[src/rtl/sift_mem_pkg.sv]
`default_nettype none
// ============================================================================
// Package  : sift_mem_pkg
// Brief    : Shared SRAM/pixel geometry and the frame reader state type.
// Revision : 1.0 - initial release
// ============================================================================
package sift_mem_pkg;

  localparam int SRAM_ADDR_W     = 18;
  localparam int SRAM_DATA_W     = 32;
  localparam int PIXEL_W         = 8;
  localparam int PIXELS_PER_WORD = 4;

  // Pixel counter covers up to 2^20 pixels per frame.
  localparam int PIX_CNT_W  = 20;
  // One bit wider than the SRAM address so a full 2^20-pixel frame
  // (2^18 words) still has a representable word total.
  localparam int WORD_CNT_W = SRAM_ADDR_W + 1;

  typedef enum logic [1:0] {
    IDLE      = 2'd0,
    RUN       = 2'd1,
    DONE      = 2'd2,
    DONE_WAIT = 2'd3
  } rd_state_e;

endpackage
`default_nettype wire

[src/rtl/pixel_word_fifo.sv]
`default_nettype none
// ============================================================================
// Module   : pixel_word_fifo
// Brief    : Synchronous FIFO holding SRAM read words ahead of the unpacker.
// Revision : 1.0 - initial release
// ============================================================================
module pixel_word_fifo #(
  parameter int DEPTH = 8,
  parameter int WIDTH = 32
) (
  input  logic                   clock,
  input  logic                   reset_n,
  input  logic                   push,
  input  logic [WIDTH-1:0]       din,
  input  logic                   pop,
  output logic [WIDTH-1:0]       dout,
  output logic [$clog2(DEPTH):0] count,
  output logic                   full,
  output logic                   empty
);

  localparam int PTR_W = $clog2(DEPTH);
  localparam int CNT_W = PTR_W + 1;
  localparam logic [CNT_W-1:0] DEPTH_C = CNT_W'(DEPTH);

  logic [WIDTH-1:0] mem_q [DEPTH];
  logic [PTR_W-1:0] wr_ptr_q, wr_ptr_d;
  logic [PTR_W-1:0] rd_ptr_q, rd_ptr_d;
  logic [CNT_W-1:0] count_q, count_d;
  logic             do_push, do_pop;

  // Qualify push/pop and compute next pointers and occupancy.
  always_comb begin
    do_pop   = pop && (count_q != '0);
    do_push  = push && ((count_q != DEPTH_C) || do_pop);
    wr_ptr_d = do_push ? wr_ptr_q + 1'b1 : wr_ptr_q;
    rd_ptr_d = do_pop  ? rd_ptr_q + 1'b1 : rd_ptr_q;
    case ({do_push, do_pop})
      2'b10:   count_d = count_q + 1'b1;
      2'b01:   count_d = count_q - 1'b1;
      default: count_d = count_q;
    endcase
  end

  // Storage array; contents are don't-care until written.
  always_ff @(posedge clock) begin
    if (do_push) begin
      mem_q[wr_ptr_q] <= din;
    end
  end

  // Pointer and occupancy registers.
  always_ff @(posedge clock or negedge reset_n) begin
    if (!reset_n) begin
      wr_ptr_q <= '0;
      rd_ptr_q <= '0;
      count_q  <= '0;
    end else begin
      wr_ptr_q <= wr_ptr_d;
      rd_ptr_q <= rd_ptr_d;
      count_q  <= count_d;
    end
  end

  assign dout  = mem_q[rd_ptr_q];
  assign count = count_q;
  assign full  = (count_q == DEPTH_C);
  assign empty = (count_q == '0);

endmodule
`default_nettype wire

[src/rtl/image_buffer_pixel_reader.sv]
`default_nettype none
// ============================================================================
// Module   : image_buffer_pixel_reader
// Brief    : Streams one 8-bit grayscale frame out of ZBT SRAM through the
//            arbiter R1 read port, unpacking 32-bit words into pixels.
// Revision : 1.0 - initial release
// ============================================================================
module image_buffer_pixel_reader
  import sift_mem_pkg::*;
#(
  parameter int unsigned                N_PIXEL    = 480000,
  parameter logic [SRAM_ADDR_W-1:0]     BASE_ADDR  = 18'd0,
  parameter int unsigned                FIFO_DEPTH = 8
) (
  input  logic                   clock,
  input  logic                   reset_n,
  input  logic                   start,
  output logic                   start_ack,
  output logic                   done,
  input  logic                   done_ack,
  output logic [SRAM_ADDR_W-1:0] addr,
  output logic                   addr_valid,
  input  logic                   addr_ready,
  input  logic [SRAM_DATA_W-1:0] data,
  input  logic                   data_valid,
  output logic                   data_ready,
  output logic [PIXEL_W-1:0]     pixel,
  output logic                   pixel_valid,
  input  logic                   pixel_ready
);

  localparam int CNT_W  = $clog2(FIFO_DEPTH) + 1;
  localparam int BYTE_W = $clog2(PIXELS_PER_WORD);
  localparam logic [WORD_CNT_W-1:0] TOTAL_WORDS =
    WORD_CNT_W'((N_PIXEL + PIXELS_PER_WORD - 1) / PIXELS_PER_WORD);
  localparam logic [PIX_CNT_W-1:0]  LAST_PIX  = PIX_CNT_W'(N_PIXEL - 1);
  localparam logic [BYTE_W-1:0]     LAST_BYTE = BYTE_W'(PIXELS_PER_WORD - 1);
  localparam logic [CNT_W:0]        CREDITS   = (CNT_W + 1)'(FIFO_DEPTH);

  rd_state_e                state_q, state_d;
  logic                     start_ack_q, start_ack_d;
  logic                     done_q, done_d;
  logic [SRAM_ADDR_W-1:0]   addr_q, addr_d;
  logic [WORD_CNT_W-1:0]    issued_q, issued_d;
  logic [CNT_W-1:0]         outstanding_q, outstanding_d;
  logic [SRAM_DATA_W-1:0]   word_q, word_d;
  logic [BYTE_W-1:0]        byte_idx_q, byte_idx_d;
  logic                     pix_valid_q, pix_valid_d;
  logic [PIX_CNT_W-1:0]     pix_cnt_q, pix_cnt_d;

  logic                     frame_start;
  logic                     addr_fire, data_accept, pix_fire;
  logic                     pix_last, word_end, fifo_pop;
  logic [CNT_W:0]           credit_sum;
  logic [SRAM_DATA_W-1:0]   fifo_dout;
  logic [CNT_W-1:0]         fifo_count;
  logic                     fifo_full, fifo_empty;

  // Handshake qualifiers shared by the FSM, issuer and unpacker.
  always_comb begin
    credit_sum  = {1'b0, outstanding_q} + {1'b0, fifo_count};
    addr_valid  = (state_q == RUN) && (issued_q < TOTAL_WORDS) && (credit_sum < CREDITS);
    addr_fire   = addr_valid && addr_ready;
    // A return with nothing outstanding predates the last reset: drop it.
    data_accept = data_valid && (outstanding_q != '0);
    pix_fire    = pix_valid_q && pixel_ready;
    pix_last    = (pix_cnt_q == LAST_PIX);
    // A word ends after its top byte, or early on the frame's final pixel.
    word_end    = (byte_idx_q == LAST_BYTE) || pix_last;
    fifo_pop    = (!pix_valid_q || (pix_fire && word_end)) && !fifo_empty;
  end

  // Frame control FSM with 4-phase start and done handshakes.
  always_comb begin
    state_d     = state_q;
    start_ack_d = start_ack_q;
    done_d      = done_q;
    frame_start = 1'b0;
    if (!start) begin
      start_ack_d = 1'b0;
    end
    case (state_q)
      IDLE: begin
        // Requiring start_ack low forces start to drop before a new frame.
        if (start && !start_ack_q) begin
          state_d     = RUN;
          start_ack_d = 1'b1;
          frame_start = 1'b1;
        end
      end
      RUN: begin
        if (pix_fire && pix_last) begin
          state_d = DONE;
          done_d  = 1'b1;
        end
      end
      DONE: begin
        if (done_ack) begin
          state_d = DONE_WAIT;
          done_d  = 1'b0;
        end
      end
      DONE_WAIT: begin
        if (!done_ack) begin
          state_d = IDLE;
        end
      end
      default: state_d = IDLE;
    endcase
  end

  // Address issue and read credit accounting.
  always_comb begin
    addr_d   = addr_q;
    issued_d = issued_q;
    if (frame_start) begin
      addr_d   = BASE_ADDR;
      issued_d = '0;
    end else if (addr_fire) begin
      addr_d   = addr_q + 1'b1;
      issued_d = issued_q + 1'b1;
    end
    case ({addr_fire, data_accept})
      2'b10:   outstanding_d = outstanding_q + 1'b1;
      2'b01:   outstanding_d = outstanding_q - 1'b1;
      default: outstanding_d = outstanding_q;
    endcase
  end

  // Unpacker: holding register walks bytes low to high, refilling back-to-back.
  always_comb begin
    word_d      = word_q;
    byte_idx_d  = byte_idx_q;
    pix_valid_d = pix_valid_q;
    pix_cnt_d   = pix_cnt_q;
    if (fifo_pop) begin
      word_d      = fifo_dout;
      byte_idx_d  = '0;
      pix_valid_d = 1'b1;
    end else if (pix_fire) begin
      if (word_end) begin
        pix_valid_d = 1'b0;
      end else begin
        byte_idx_d = byte_idx_q + 1'b1;
      end
    end
    if (frame_start) begin
      pix_cnt_d = '0;
    end else if (pix_fire) begin
      pix_cnt_d = pix_cnt_q + 1'b1;
    end
  end

  // State registers; reset aborts any frame in progress.
  always_ff @(posedge clock or negedge reset_n) begin
    if (!reset_n) begin
      state_q       <= IDLE;
      start_ack_q   <= 1'b0;
      done_q        <= 1'b0;
      addr_q        <= BASE_ADDR;
      issued_q      <= '0;
      outstanding_q <= '0;
      word_q        <= '0;
      byte_idx_q    <= '0;
      pix_valid_q   <= 1'b0;
      pix_cnt_q     <= '0;
    end else begin
      state_q       <= state_d;
      start_ack_q   <= start_ack_d;
      done_q        <= done_d;
      addr_q        <= addr_d;
      issued_q      <= issued_d;
      outstanding_q <= outstanding_d;
      word_q        <= word_d;
      byte_idx_q    <= byte_idx_d;
      pix_valid_q   <= pix_valid_d;
      pix_cnt_q     <= pix_cnt_d;
    end
  end

  pixel_word_fifo #(
    .DEPTH (FIFO_DEPTH),
    .WIDTH (SRAM_DATA_W)
  ) u_fifo (
    .clock   (clock),
    .reset_n (reset_n),
    .push    (data_accept),
    .din     (data),
    .pop     (fifo_pop),
    .dout    (fifo_dout),
    .count   (fifo_count),
    .full    (fifo_full),
    .empty   (fifo_empty)
  );

  // Credits bound outstanding+stored words to the FIFO depth, so a push
  // into a full FIFO means the accounting is broken.
  a_no_overflow : assert property (@(posedge clock) disable iff (!reset_n)
    !(data_accept && fifo_full && !fifo_pop));

  assign start_ack   = start_ack_q;
  assign done        = done_q;
  assign addr        = addr_q;
  assign data_ready  = 1'b1;
  assign pixel       = word_q[byte_idx_q*PIXEL_W +: PIXEL_W];
  assign pixel_valid = pix_valid_q;

endmodule
`default_nettype wire
[config.mk]
export PLATFORM = sky130hd
export DESIGN_NAME = image_buffer_pixel_reader
export DESIGN_NICKNAME = d
export VERILOG_FILES = /design/src/rtl/sift_mem_pkg.sv /design/src/rtl/pixel_word_fifo.sv /design/src/rtl/image_buffer_pixel_reader.sv
export SDC_FILE = /design/constraint.sdc
export NUM_CORES = 1
export LEC_CHECK = 0
export ABC_AREA = 1
export ABC_CLOCK_PERIOD_IN_PS = 10900
export BUFFER_PORTS_ARGS = -buffer_cell sky130_fd_sc_hd__buf_4
export CAP_MARGIN = 15
export CORE_ASPECT_RATIO = 0.9
export CORE_MARGIN = 3
export CORE_UTILIZATION = 47
export CTS_CLUSTER_DIAMETER = 80
export DETAILED_ROUTE_END_ITERATION = 16
export SLEW_MARGIN = 5
export SYNTH_ARGS = -nofsm -noshare
export SYNTH_HDL_FRONTEND = slang
export SYNTH_HIERARCHICAL = 1
export SYNTH_SLANG_ARGS = --single-unit
[constraint.sdc]
create_clock -name clock -period 10.9 [get_ports clock]
set_input_delay 0.545 -clock clock [delete_from_list [all_inputs] [get_ports clock]]
set_output_delay 0.545 -clock clock [all_outputs]
set_load 0.01 [all_outputs]
==> reports/qor.csv <==
stage;metric;value;unit
route;postRouteAntennaNets;0;
floorplan;initial_core_util;0.479;
place;dpl.hpwl;21600;µm
clock_tree;clk_pin_slew;0.06;ns
timing;tightest_slew;1.14;ns
global_routing;grt_pass1_vias;11092;
clock_tree;cts_root_buffer;clkbuf_16;
route;totalWireLength;36600;µm
synthesis;yosysSeqAreaShare;0.638;
floorplan;die_x;203;µm
floorplan;die_y;183;µm
global_routing;grt_pass1_wl;59300;µm
power_and_ir_drop;leakage;7.50;nW
synthesis;synth_top_flop_cell;edfxtp_1;
synthesis;synth_edf_count;256;
layout;nNetsFinal;1685;
synthesis;syn_inst;1576;
floorplan;ios;70;
timing;fin_crit_sh;0.366;
clock_tree;clk_latency;0.56;ns
route;via_count;11255;
synthesis;syn-num-nets;1635;
critical_path;startpoint_type;flop;
global_routing;grt.overflow.total;0;
critical_path;worstPathMaxFanout;34;
timing;max_slew_margin;0.239;
timing;clock.fmax;250;MHz
outcome;status;finished clean;
clock_tree;ctsLongestPathBuffers;3;
critical_path;critPathRequiredTime;11.09;ns
clock_tree;cts_resized;0;
synthesis;synth.most_common_cell;nand2_1;
critical_path;arrival;4.18;ns
layout;post-route-cell-area;18600;µm²
place;post_dp_cell_area;17200;µm²
timing;drv_slew;0;
timing;setup_tns;0;ns
synthesis;syn_area;16400;µm²
floorplan;core_area;34200;µm²
critical_path;critPathKind;reg2reg;
route;drt-wirelength-per-cell;17.3;µm
run;cap_viol_max_count;0;
synthesis;synth.avg_cell_area;10.4;µm²
route;drt_iter0_drc;835;
timing;finalHoldViolCount;0;
synthesis;yosysWarnings;6;
critical_path;r2r-end;u_fifo/mem_q[7][8];
global_routing;grt_antenna_before_repair;0;
global_routing;grt_max_degree;73;
synthesis;synth_cell_type_count;41;
layout;area_growth;13.4;%
layout;nFillCells;2986;
route;vias_per_cell;5.31;
synthesis;synth_seq_cells;366;
critical_path;end_kind;flop;
synthesis;synth_area_leaders;edfxtp_1 (47%), dfrtp_1 (17%), nand2_1 (7.7%);
layout;n_antenna_cell;0;
clock_tree;cts_hold_buf;0;
global_routing;grt.total_usage;0.199;
route;firstDrtPassIters;5;
power_and_ir_drop;p_per_area;267;nW/µm²
critical_path;reg2regPathDepth;14;
timing;whs;0.0478;ns
clock_tree;clkSinkCount;366;
critical_path;reg2reg_slack;6.91;ns
layout;final_layout_size_suffix_gt1_frac;0.107;
floorplan;rows;64;
critical_path;r2r-start;pix_cnt_q[0];
timing;layout_min_cycle_time;3.99;ns
timing;clock_skew;0.0213;ns
synthesis;synth_common_cells;nand2_1 (334), edfxtp_1 (256), nor2_1 (244);
worst_hold_path;min-delay-path-class;in2async;
clock_tree;tritoncts;built;
floorplan;die_area;37100;µm²
route;drc;0;
place;port_buffers;68;
timing;finalSetupViolations;0;
synthesis;yosys.area.top_type;edfxtp_1;
synthesis;ys_async_sr_fraction;0.301;
clock_tree;numCtsBuffers;40;
clock_tree;htreeDepth;2;
synthesis;yosys.area.top_type_share;0.470;
clock_tree;cts_setup_buffers;0;
power_and_ir_drop;finalPower;0.00495;W
power_and_ir_drop;ir_drop;0.000148;V
timing;rsz0062_at_grt;false;
place;place_congestion;0.837;
[where the power goes]
part | switching, W | internal (W) | total, W
Clock | 0.000563 | 0.000802 | 0.00136
Combinational | 0.00101 | 0.000534 | 0.00155
Sequential | 0.000250 | 0.00179 | 0.00204
Total | 0.00183 | 0.00312 | 0.00495
[flip-flops by register name, summed over array words and instances, names as in the netlist, 2 cells and up]
register         cells
state_q              2
u_fifo/mem_q       256
u_fifo/rd_ptr_q      3
outstanding_q        4
u_fifo/count         4
issued_q            19
word_q              32
u_fifo/wr_ptr_q      3
pix_cnt_q           20
byte_idx_q           2
addr                18
[routing by layer]
layer  up-vias  global-route usage  wire length (µm)
met5         -                   0                 0
met4         0              0.0704              1110
met3        68              0.0305              1580
met2       226               0.329             17200
met1      5453               0.271             16800
li1       5508                   -                 -
[worst max-delay path: stages, from the launching register on]
cell	delay [ns]
dfrtp_1	0.38
ha_1	0.25
nand3_2	0.15
nor2_2	0.17
nand3_2	0.13
nand2_1	0.10
nand2_2	0.06
nand2_4	0.28
nand2_4	0.30
inv_1	0.23
nand2_2	0.12
nand2_1	0.17
nand2_2	0.14
nor3_2	0.56
buf_4	0.55
[cell type report]
class,count,area [µm²],area share
flip-flops and latches,366,10400,0.563
inverters,74,278,0.0150
clock buffers,56,1120,0.0604
well taps,462,578,0.0311
multi-input cells,1060,5260,0.284
clock inverters,18,230,0.0124
repair buffers,84,643,0.0346
[stage by stage]
step                      utilization  setup slack (ns)  std cells
after floorplan                     -              5.60       1576
after global placement          0.503              6.96       2045
after detailed placement        0.503              6.91       2046
after CTS                       0.543              6.90       2120
after global routing            0.543              6.57       2120
final                           0.543              6.91       2120
[how the worst max path moves through the flow]
stage	startpoint	to	slack, ns	cells after the start
after floorplan	pix_cnt_q[0]	u_fifo/mem_q[5][0]	5.60	13
after CTS	pix_cnt_q[0]	u_fifo/mem_q[7][21]	6.90	14
final	pix_cnt_q[0]	u_fifo/mem_q[7][8]	6.91	14
after global routing	pix_cnt_q[0]	u_fifo/mem_q[1][8]	6.57	14
after global placement	pix_cnt_q[0]	u_fifo/mem_q[2][8]	6.96	13
after detailed placement	pix_cnt_q[0]	u_fifo/mem_q[7][14]	6.91	14
[cell families after synthesis]
| family | after synthesis | share of synthesized area |
|---|---|---|
| adders and majority gates | 20 | 0.0162 |
| xor gates and xnor gates | 37 | 0.0198 |
| other | 1 | 0.000229 |
| buffers and inverters | 150 | 0.0438 |
| muxes | 34 | 0.0209 |
| AOI/OAI and AO/OA | 227 | 0.0733 |
| and+or+nand+nor | 741 | 0.188 |
| DFF | 366 | 0.638 |
[placed cells by master (no fill, tap or decap), types with 7 or more instances in the layout]
cell type and count:
dfrtp_1 108, nand4_1 21, ha_1 18, mux2i_1 32, clkbuf_1 10, o21ai_0 135, edfxtp_1 256, nand2_1 334
nand2_2 8, nor2_1 241, nand3_1 104, clkinv_1 7, clkbuf_16 40, o22ai_1 40, inv_1 69, a21oi_1 22
buf_4 83, nor3_1 11, xor2_1 32, o21ai_1 24
(Power assumes the default switching activity.)
